$ cat src/rtl/arith_pkg.sv
// Shared definitions for the multi-cycle arithmetic units: FSM state
// encodings and a ceiling-log2 helper used to size digit counters.
package arith_pkg;

    typedef enum logic [1:0] {
        ST_IDLE = 2'd0,
        ST_RUN  = 2'd1,
        ST_DONE = 2'd2
    } state_e;

    // Ceiling log2; returns 0 for values of 0 or 1.
    function automatic int clog2(input int value);
        int r;
        int v;
        r = 0;
        v = value - 1;
        while (v > 0) begin
            r++;
            v = v >> 1;
        end
        return r;
    endfunction

endpackage

$ cat src/rtl/serial_addsub_if.sv
// Operand/result bundle of the serial adder/subtractor. The requester
// drives start/sub/a/b; the arithmetic unit drives busy/done and results.
interface serial_addsub_if #(
    parameter int WIDTH = 8
);
    logic             start;
    logic             sub;
    logic [WIDTH-1:0] a;
    logic [WIDTH-1:0] b;
    logic             busy;
    logic             done;
    logic [WIDTH-1:0] sum;
    logic             cout;
    logic             overflow;

    modport master (
        output start, sub, a, b,
        input  busy, done, sum, cout, overflow
    );

    modport slave (
        input  start, sub, a, b,
        output busy, done, sum, cout, overflow
    );
endinterface

$ cat src/rtl/addsub_slice.sv
// Combinational DIGIT-bit ripple slice: DIGIT full adders chained from
// bit 0 upward. c_msb is the carry into the slice MSB, for overflow.
module addsub_slice #(
    parameter int DIGIT = 1
) (
    input  logic [DIGIT-1:0] x,
    input  logic [DIGIT-1:0] y,
    input  logic             cin,
    output logic [DIGIT-1:0] s,
    output logic             cout,
    output logic             c_msb
);

    // Ripple the carry through DIGIT full adders, LSB first.
    always_comb begin
        logic [DIGIT:0] c;
        // NOTE: blocking assignments here so each bit sees the carry just
        // produced by the previous iteration within the same evaluation.
        c    = '0;
        s    = '0;
        c[0] = cin;
        for (int i = 0; i < DIGIT; i++) begin
            s[i]   = x[i] ^ y[i] ^ c[i];
            c[i+1] = (x[i] & y[i]) | (c[i] & (x[i] ^ y[i]));
        end
        cout  = c[DIGIT];
        c_msb = c[DIGIT-1];
    end

endmodule

$ cat src/rtl/serial_addsub.sv
// Multi-cycle adder/subtractor: one DIGIT-bit slice is reused for
// WIDTH/DIGIT cycles, consuming operands LSB first. Subtraction is
// a + ~b + 1, set up by inverting b and seeding the carry at start.
module serial_addsub
    import arith_pkg::*;
#(
    parameter int WIDTH = 8,
    parameter int DIGIT = 1
) (
    input logic            clk,
    input logic            rst,
    serial_addsub_if.slave bus
);

    localparam int N     = WIDTH / DIGIT;
    localparam int CNT_W = (N > 1) ? clog2(N) : 1;

    if (DIGIT < 1 || DIGIT > WIDTH || (WIDTH % DIGIT) != 0) begin : g_param_check
        $error("serial_addsub: WIDTH must be a positive multiple of DIGIT");
    end

    state_e             state;
    state_e             state_next;
    logic [WIDTH-1:0]   a_sr;
    logic [WIDTH-1:0]   b_sr;
    logic               carry;
    logic [CNT_W-1:0]   cnt;
    logic [WIDTH-1:0]   sum_r;
    logic               cout_r;
    logic               ovf_r;

    logic [DIGIT-1:0]   slice_s;
    logic               slice_cout;
    logic               slice_c_msb;
    logic               last_digit;

    assign last_digit = (cnt == CNT_W'(N - 1));

    addsub_slice #(.DIGIT(DIGIT)) u_slice (
        .x     (a_sr[DIGIT-1:0]),
        .y     (b_sr[DIGIT-1:0]),
        .cin   (carry),
        .s     (slice_s),
        .cout  (slice_cout),
        .c_msb (slice_c_msb)
    );

    // State register; reset wins over any pending start.
    always_ff @(posedge clk) begin
        // NOTE: non-blocking assignments for all flops so every register
        // samples pre-edge values regardless of statement order.
        if (rst) state <= ST_IDLE;
        else     state <= state_next;
    end

    // Next-state logic: RUN lasts exactly N cycles, DONE exactly one.
    always_comb begin
        // NOTE: default first so every path assigns and no latch is inferred.
        state_next = state;
        case (state)
            ST_IDLE: if (bus.start) state_next = ST_RUN;
            ST_RUN:  if (last_digit) state_next = ST_DONE;
            ST_DONE: state_next = ST_IDLE;
            default: state_next = ST_IDLE;
        endcase
    end

    // Status outputs decoded straight from the state register.
    always_comb begin
        bus.busy = (state == ST_RUN);
        bus.done = (state == ST_DONE);
    end

    // Datapath: capture on accepted start, shift one digit per RUN cycle.
    always_ff @(posedge clk) begin
        if (rst) begin
            a_sr   <= '0;
            b_sr   <= '0;
            carry  <= 1'b0;
            cnt    <= '0;
            sum_r  <= '0;
            cout_r <= 1'b0;
            ovf_r  <= 1'b0;
        end else begin
            case (state)
                ST_IDLE: begin
                    if (bus.start) begin
                        a_sr  <= bus.a;
                        b_sr  <= bus.b ^ {WIDTH{bus.sub}};
                        carry <= bus.sub;
                        cnt   <= '0;
                    end
                end
                ST_RUN: begin
                    a_sr  <= a_sr >> DIGIT;
                    b_sr  <= b_sr >> DIGIT;
                    carry <= slice_cout;
                    cnt   <= cnt + 1'b1;
                    // New digit enters at the MSB end; after N shifts the
                    // first digit has reached bit 0.
                    sum_r <= WIDTH'({slice_s, sum_r} >> DIGIT);
                    if (last_digit) begin
                        cout_r <= slice_cout;
                        ovf_r  <= slice_cout ^ slice_c_msb;
                    end
                end
                default: ;
            endcase
        end
    end

    assign bus.sum      = sum_r;
    assign bus.cout     = cout_r;
    assign bus.overflow = ovf_r;

endmodule

$ cat src/flat_wrapper.sv
// flat-port wrapper written by rule: the top's interface ports become plain ports
module serial_addsub_flat import arith_pkg::*;
#(
    parameter int WIDTH = 8,
    parameter int DIGIT = 1
)
  (clk, rst, bus_start, bus_sub, bus_a, bus_b, bus_busy, bus_done, bus_sum, bus_cout, bus_overflow);
  serial_addsub_if #(.WIDTH(WIDTH)) bus_i ();
  input logic clk;
  input logic rst;
  input wire logic [$bits(bus_i.start)-1:0] bus_start;
  input wire logic [$bits(bus_i.sub)-1:0] bus_sub;
  input wire logic [$bits(bus_i.a)-1:0] bus_a;
  input wire logic [$bits(bus_i.b)-1:0] bus_b;
  output wire logic [$bits(bus_i.busy)-1:0] bus_busy;
  output wire logic [$bits(bus_i.done)-1:0] bus_done;
  output wire logic [$bits(bus_i.sum)-1:0] bus_sum;
  output wire logic [$bits(bus_i.cout)-1:0] bus_cout;
  output wire logic [$bits(bus_i.overflow)-1:0] bus_overflow;
  assign bus_i.start = bus_start;
  assign bus_i.sub = bus_sub;
  assign bus_i.a = bus_a;
  assign bus_i.b = bus_b;
  assign bus_busy = bus_i.busy;
  assign bus_done = bus_i.done;
  assign bus_sum = bus_i.sum;
  assign bus_cout = bus_i.cout;
  assign bus_overflow = bus_i.overflow;
  serial_addsub #(.WIDTH(WIDTH), .DIGIT(DIGIT)) u_core (.clk(clk), .rst(rst), .bus(bus_i));
endmodule
$ cat config.mk
export PLATFORM = sky130hd
export DESIGN_NAME = serial_addsub_flat
export DESIGN_NICKNAME = d
export VERILOG_FILES = /design/src/rtl/arith_pkg.sv /design/src/rtl/serial_addsub_if.sv /design/src/rtl/addsub_slice.sv /design/src/rtl/serial_addsub.sv /design/src/flat_wrapper.sv
export SDC_FILE = /design/constraint.sdc
export NUM_CORES = 1
export LEC_CHECK = 0
export ABC_AREA = 1
export BUFFER_PORTS_ARGS = -buffer_cell sky130_fd_sc_hd__buf_2
export CAP_MARGIN = 5
export CORE_AREA = 8 8 81 83
export CTS_CLUSTER_SIZE = 24
export DETAILED_ROUTE_END_ITERATION = 7
export DIE_AREA = 0 0 89 91
export SYNTH_ARGS = -nofsm -noshare
export SYNTH_HDL_FRONTEND = slang
export SYNTH_SLANG_ARGS = --single-unit
$ cat constraint.sdc
create_clock -name clk -period 2.97 [get_ports clk]
set_input_delay 0.891 -clock clk [delete_from_list [all_inputs] [get_ports clk]]
set_output_delay 0.891 -clock clk [all_outputs]
set_load 0.01 [all_outputs]
Word level (Yosys, flattened, before mapping)
Index checks and enable logic that the tools add are counted.

storage, ports and cells
  bits in registers = 32
  bits of input ports = 20

cells by class
  $add $sub $neg = 1
  eq/ne operators = 5
  mux-type cells = 11
  bitwise gates (word level) = 7
  reductions and logical operators = 5

operators with widths
  operator               count
  $pmux W8 S2            2
  $mux W8                2
  $xor A8 B8 Y8          1
  $pmux W3 S2            1
  $reduce_and A2 Y1      3
  $mux W2                2
  $pmux W2 S2            1
  $add A3 B1 Y3 const B  1
  $eq A3 B3 Y1 const B   1
  $mux W3                1
  $xor A1 B1 Y1          3
  $and A1 B1 Y1          2
  $eq A2 B1 Y1 const B   1
  $eq A2 B2 Y1 const B   1
  $logic_not A2 Y1       1
  $ne A2 B1 Y1 const B   1
  $ne A2 B2 Y1 const B   1
  $pmux W1 S2            1
  $reduce_bool A2 Y1     1
  $mux W1                1
  $or A1 B1 Y1           1

Longest topological paths before layout
  word-level depth = 4
  mapped depth = 8
  gate-level depth less buffers = 7

Modules after synthesis
A second synthesis with hierarchy kept.

unflattened totals
  cells, all modules = 229
  area total of the unflattened synthesis = 1536.5 µm²

by module, submodules not included
  module         times used  cells an instance  area an instance (µm²)  seq. area each (µm²)
  serial_addsub  1           227                1508.9                  640.6
  addsub_slice   1           2                  27.5                    0.0

Worst setup path after synthesis
Ideal clock, no wire load.

  path kind = reg2out
  start point = register u_core.state[0]
  end point = output bus_busy
  arrival = 0.759 ns
  data required time = 2.079 ns
  path slack = 1.320 ns
  cell stages (with the launch flop) = 4
  cells stage by stage = dfxtp_1 > nand2_4 > inv_4 > buf_6

on the way
  cells in the longest elaborated chain, start to end = 1

ends and longest elaborated chain
  what                    line                 source
  from (decl)             serial_addsub.sv:22  state_e state;
  from (signal assigned)  serial_addsub.sv:53  else state <= state_next;
  $eq A2 B1 Y1            serial_addsub.sv:70  bus.busy = (state == ST_RUN);
  to (decl)               flat_wrapper.sv:15   output wire logic [$bits(bus_i.busy)-1:0] bus_busy;

Every way passes these cells.

Worst setup path after layout
Ends and elaborated chain as after synthesis.

==> results.ini <==
[timing]
finalClockSkew_ns = 0.00456
rsz0062_at_grt = false
fin_setup_tns_ns = 0
hold_violations = 0
post-route-period-util = 0.763
final-max-slew-violation-count = 0
finalSetupViolCount = 0
slew_headroom = 0.687
worst_pin_slew_ns = 0.468
fmax_mhz = 441
period_needed_ns = 2.27

[hold_path]
hold_start = u_core.cnt[1]
holdPathEnd = u_core.cnt[1]
min_path_cells = 2
min_path_type = register to register

[detailed_routing]
viasPerCell = 4.20
drcViolationCount = 0
post_drt_wl_per_cell_um = 10.5
wl_mm = 3.54
drt_iter0_drc = 96
vias = 1410
ant_nets = 0
dr.pass1.iters = 4

[placement]
dpl.hpwl_mm = 2.60
routabilityCongestion = 0.734
portBuffers = 31

[cells_and_area]
fill_cells = 626
finalCoreUtilization = 0.339
area_delta_synth_final_pct = 17.8
diodes = 0
nNetsFinal = 286
layout-drive-gt1-share = 0.163

[logic_synthesis]
syn_avg_cell_area_um2 = 6.57
synthArstFlopShare = 0
synth_top_cell_by_area = dfxtp_1
synth-main-ff-cell = dfxtp_1
syn_nets = 257
synth.most_common_cell = nand2_1
synth_cell_types = 20
synth-edff-count = 0
yosys_warnings = 0
syn-cell-area_um2 = 1540
seq_area_frac_synth = 0.417
netlist_instances = 234
ys_ff_latch = 32
yosys-top-cells-area = dfxtp_1 (42%), nand2_1 (15%), nor2_1 (14%), nand3_1 (6.5%), inv_1 (5.6%)
synth_common_cells = nand2_1 (63), nor2_1 (59), dfxtp_1 (32), inv_1 (23), nand3_1 (20)
synth_top_area_share = 0.417

[floorplan]
core_um2 = 5340
rows = 27
die_h_um = 91
design.die.area_um2 = 8100
die_w_um = 89
start_util = 0.288
io_pins = 32

[clock_network]
htreeDepth = 2
postCtsResizedCells = 0
post_cts_buffers = 0
numCtsBuffers = 5
root_buffer = clkbuf_8
cts_tree = built
cts.path.max_buffers = 2
insertion_delay_ns = 0.27
cts.sinks = 32
cts_hold_buffers = 0
path_clk_slew_ns = 0.06

[power_and_ir_drop]
leakage_nw = 0.938
irDropWorstVdd_uv = 149
powerDensity_nw_per_um2 = 515

[worst_setup_path]
critPathKind = register to output pin
endpoint_kind = output pin
slowest_stage = dfxtp_1
cp_max_fo = 27
reg2reg_slack_ns = 1.66
timing.rr.start = u_core.cnt[0]
cp.required_ns = 2.08
path_cells = nand2_4 > inv_4 > buf_2
cpPeakStageDelay_ns = 0.46
startpoint_type = register
crit_arrival_ns = 1.37
timing.rr.end = u_core.bus.cout
r2r_cells = 7

[status]
status = complete, no violations

[global_routing]
met3_usage = 0.0324
antenna_found_initial = 0
grt_busiest_layer = met2
grt_remaining_overflow = 0
met2_usage = 0.147
grtUsageTotal = 0.0903
grt_pass1_vias = 1345
grt_pass1_wl_mm = 5.82
use_met1 = 0.105
grt_max_degree = 28

[run]
cap_violations = 0

per-layer routing:
layer  vias to the layer above  part of all wire
met5                         -                 0
met4                         0             0.010
met3                         5             0.059
met2                        25              0.45
met1                       612              0.48
li1                        768                 -
area by class of cell:
class | instances | area, µm² | area share
clock buffer | 8 | 90.1 | 0.0498
inverter | 25 | 96.3 | 0.0532
multi-input combinational | 168 | 738 | 0.408
sequential | 32 | 641 | 0.354
tap | 72 | 90.1 | 0.0498
timing repair buffer | 31 | 155 | 0.0857
through the flow:
stage / cells / setup WS [ns] / total power [W] / hold slack [ns] / cell area (µm²)
after floorplan: 234 / 1.32 / 0.000574 / 0.429 / 1540
after global placement: 328 / 1.05 / 0.000610 / 0.455 / 1720
after detailed placement: 328 / 1.01 / 0.000613 / 0.460 / 1720
after CTS: 336 / 0.695 / 0.000948 / 0.471 / 1810
after global routing: 336 / 0.628 / 0.000990 / 0.503 / 1810
final: 336 / 0.704 / 0.000932 / 0.469 / 1810
state kept, by name, summed over array words and instances, names as in the netlist:
name,cells
u_core.a_sr,8
u_core.bus.overflow,1
u_core.bus.sum,8
u_core.cnt,3
u_core.state,2
u_core.bus.cout,1
u_core.carry,1
u_core.b_sr,8
logic make-up (layout without fill, tap and decap cells):
logic type	after synthesis	count (layout)	share of synthesized area
AO/OA/AOI/OAI	17	17	0.0570
XOR/XNOR	2	2	0.0114
adder cells (fa/ha/maj)	3	3	0.0293
buffers and inverters	34	64	0.103
flip-flops	32	32	0.417
AND/OR/NAND/NOR	146	146	0.383
worst max-delay path: cells and delay by family, from the launching register on:
family                 cells  cell delay (ns)
and+or+nand+nor            1             0.18
DFF                        1             0.46
buffers and inverters      2             0.45
report_power, final:
part	internal, W	switching [W]	leakage (nW)
registers	0.000455	0.0000168	0.263
logic	0.0000491	0.0000802	0.630
clock network	0.000189	0.000142	0.0455
layout by cell type, fill, tap and decap left out:
| cell | instances |
|---|---|
| ha_1 | 2 |
| inv_4 | 1 |
| nand3_1 | 20 |
| xor2_1 | 1 |
| nand2_4 | 1 |
| buf_2 | 31 |
| fa_1 | 1 |
| clkbuf_1 | 2 |
| o21ai_0 | 11 |
| nand2_1 | 63 |
| inv_1 | 23 |
| a21oi_1 | 5 |
| nor2_1 | 59 |
| clkbuf_8 | 6 |
| o211ai_1 | 1 |
| inv_2 | 1 |
| nor2_2 | 1 |
| nand2_2 | 2 |
| xnor2_1 | 1 |
| dfxtp_1 | 32 |
worst max-delay path by stage:
stage | start | endpoint
after floorplan | u_core.state[0] | bus_busy
after global placement | u_core.state[0] | bus_busy
after detailed placement | u_core.state[0] | bus_busy
after CTS | u_core.state[0] | bus_busy
after global routing | u_core.state[0] | bus_busy
final | u_core.state[0] | bus_busy
(Power assumes the default switching activity.)
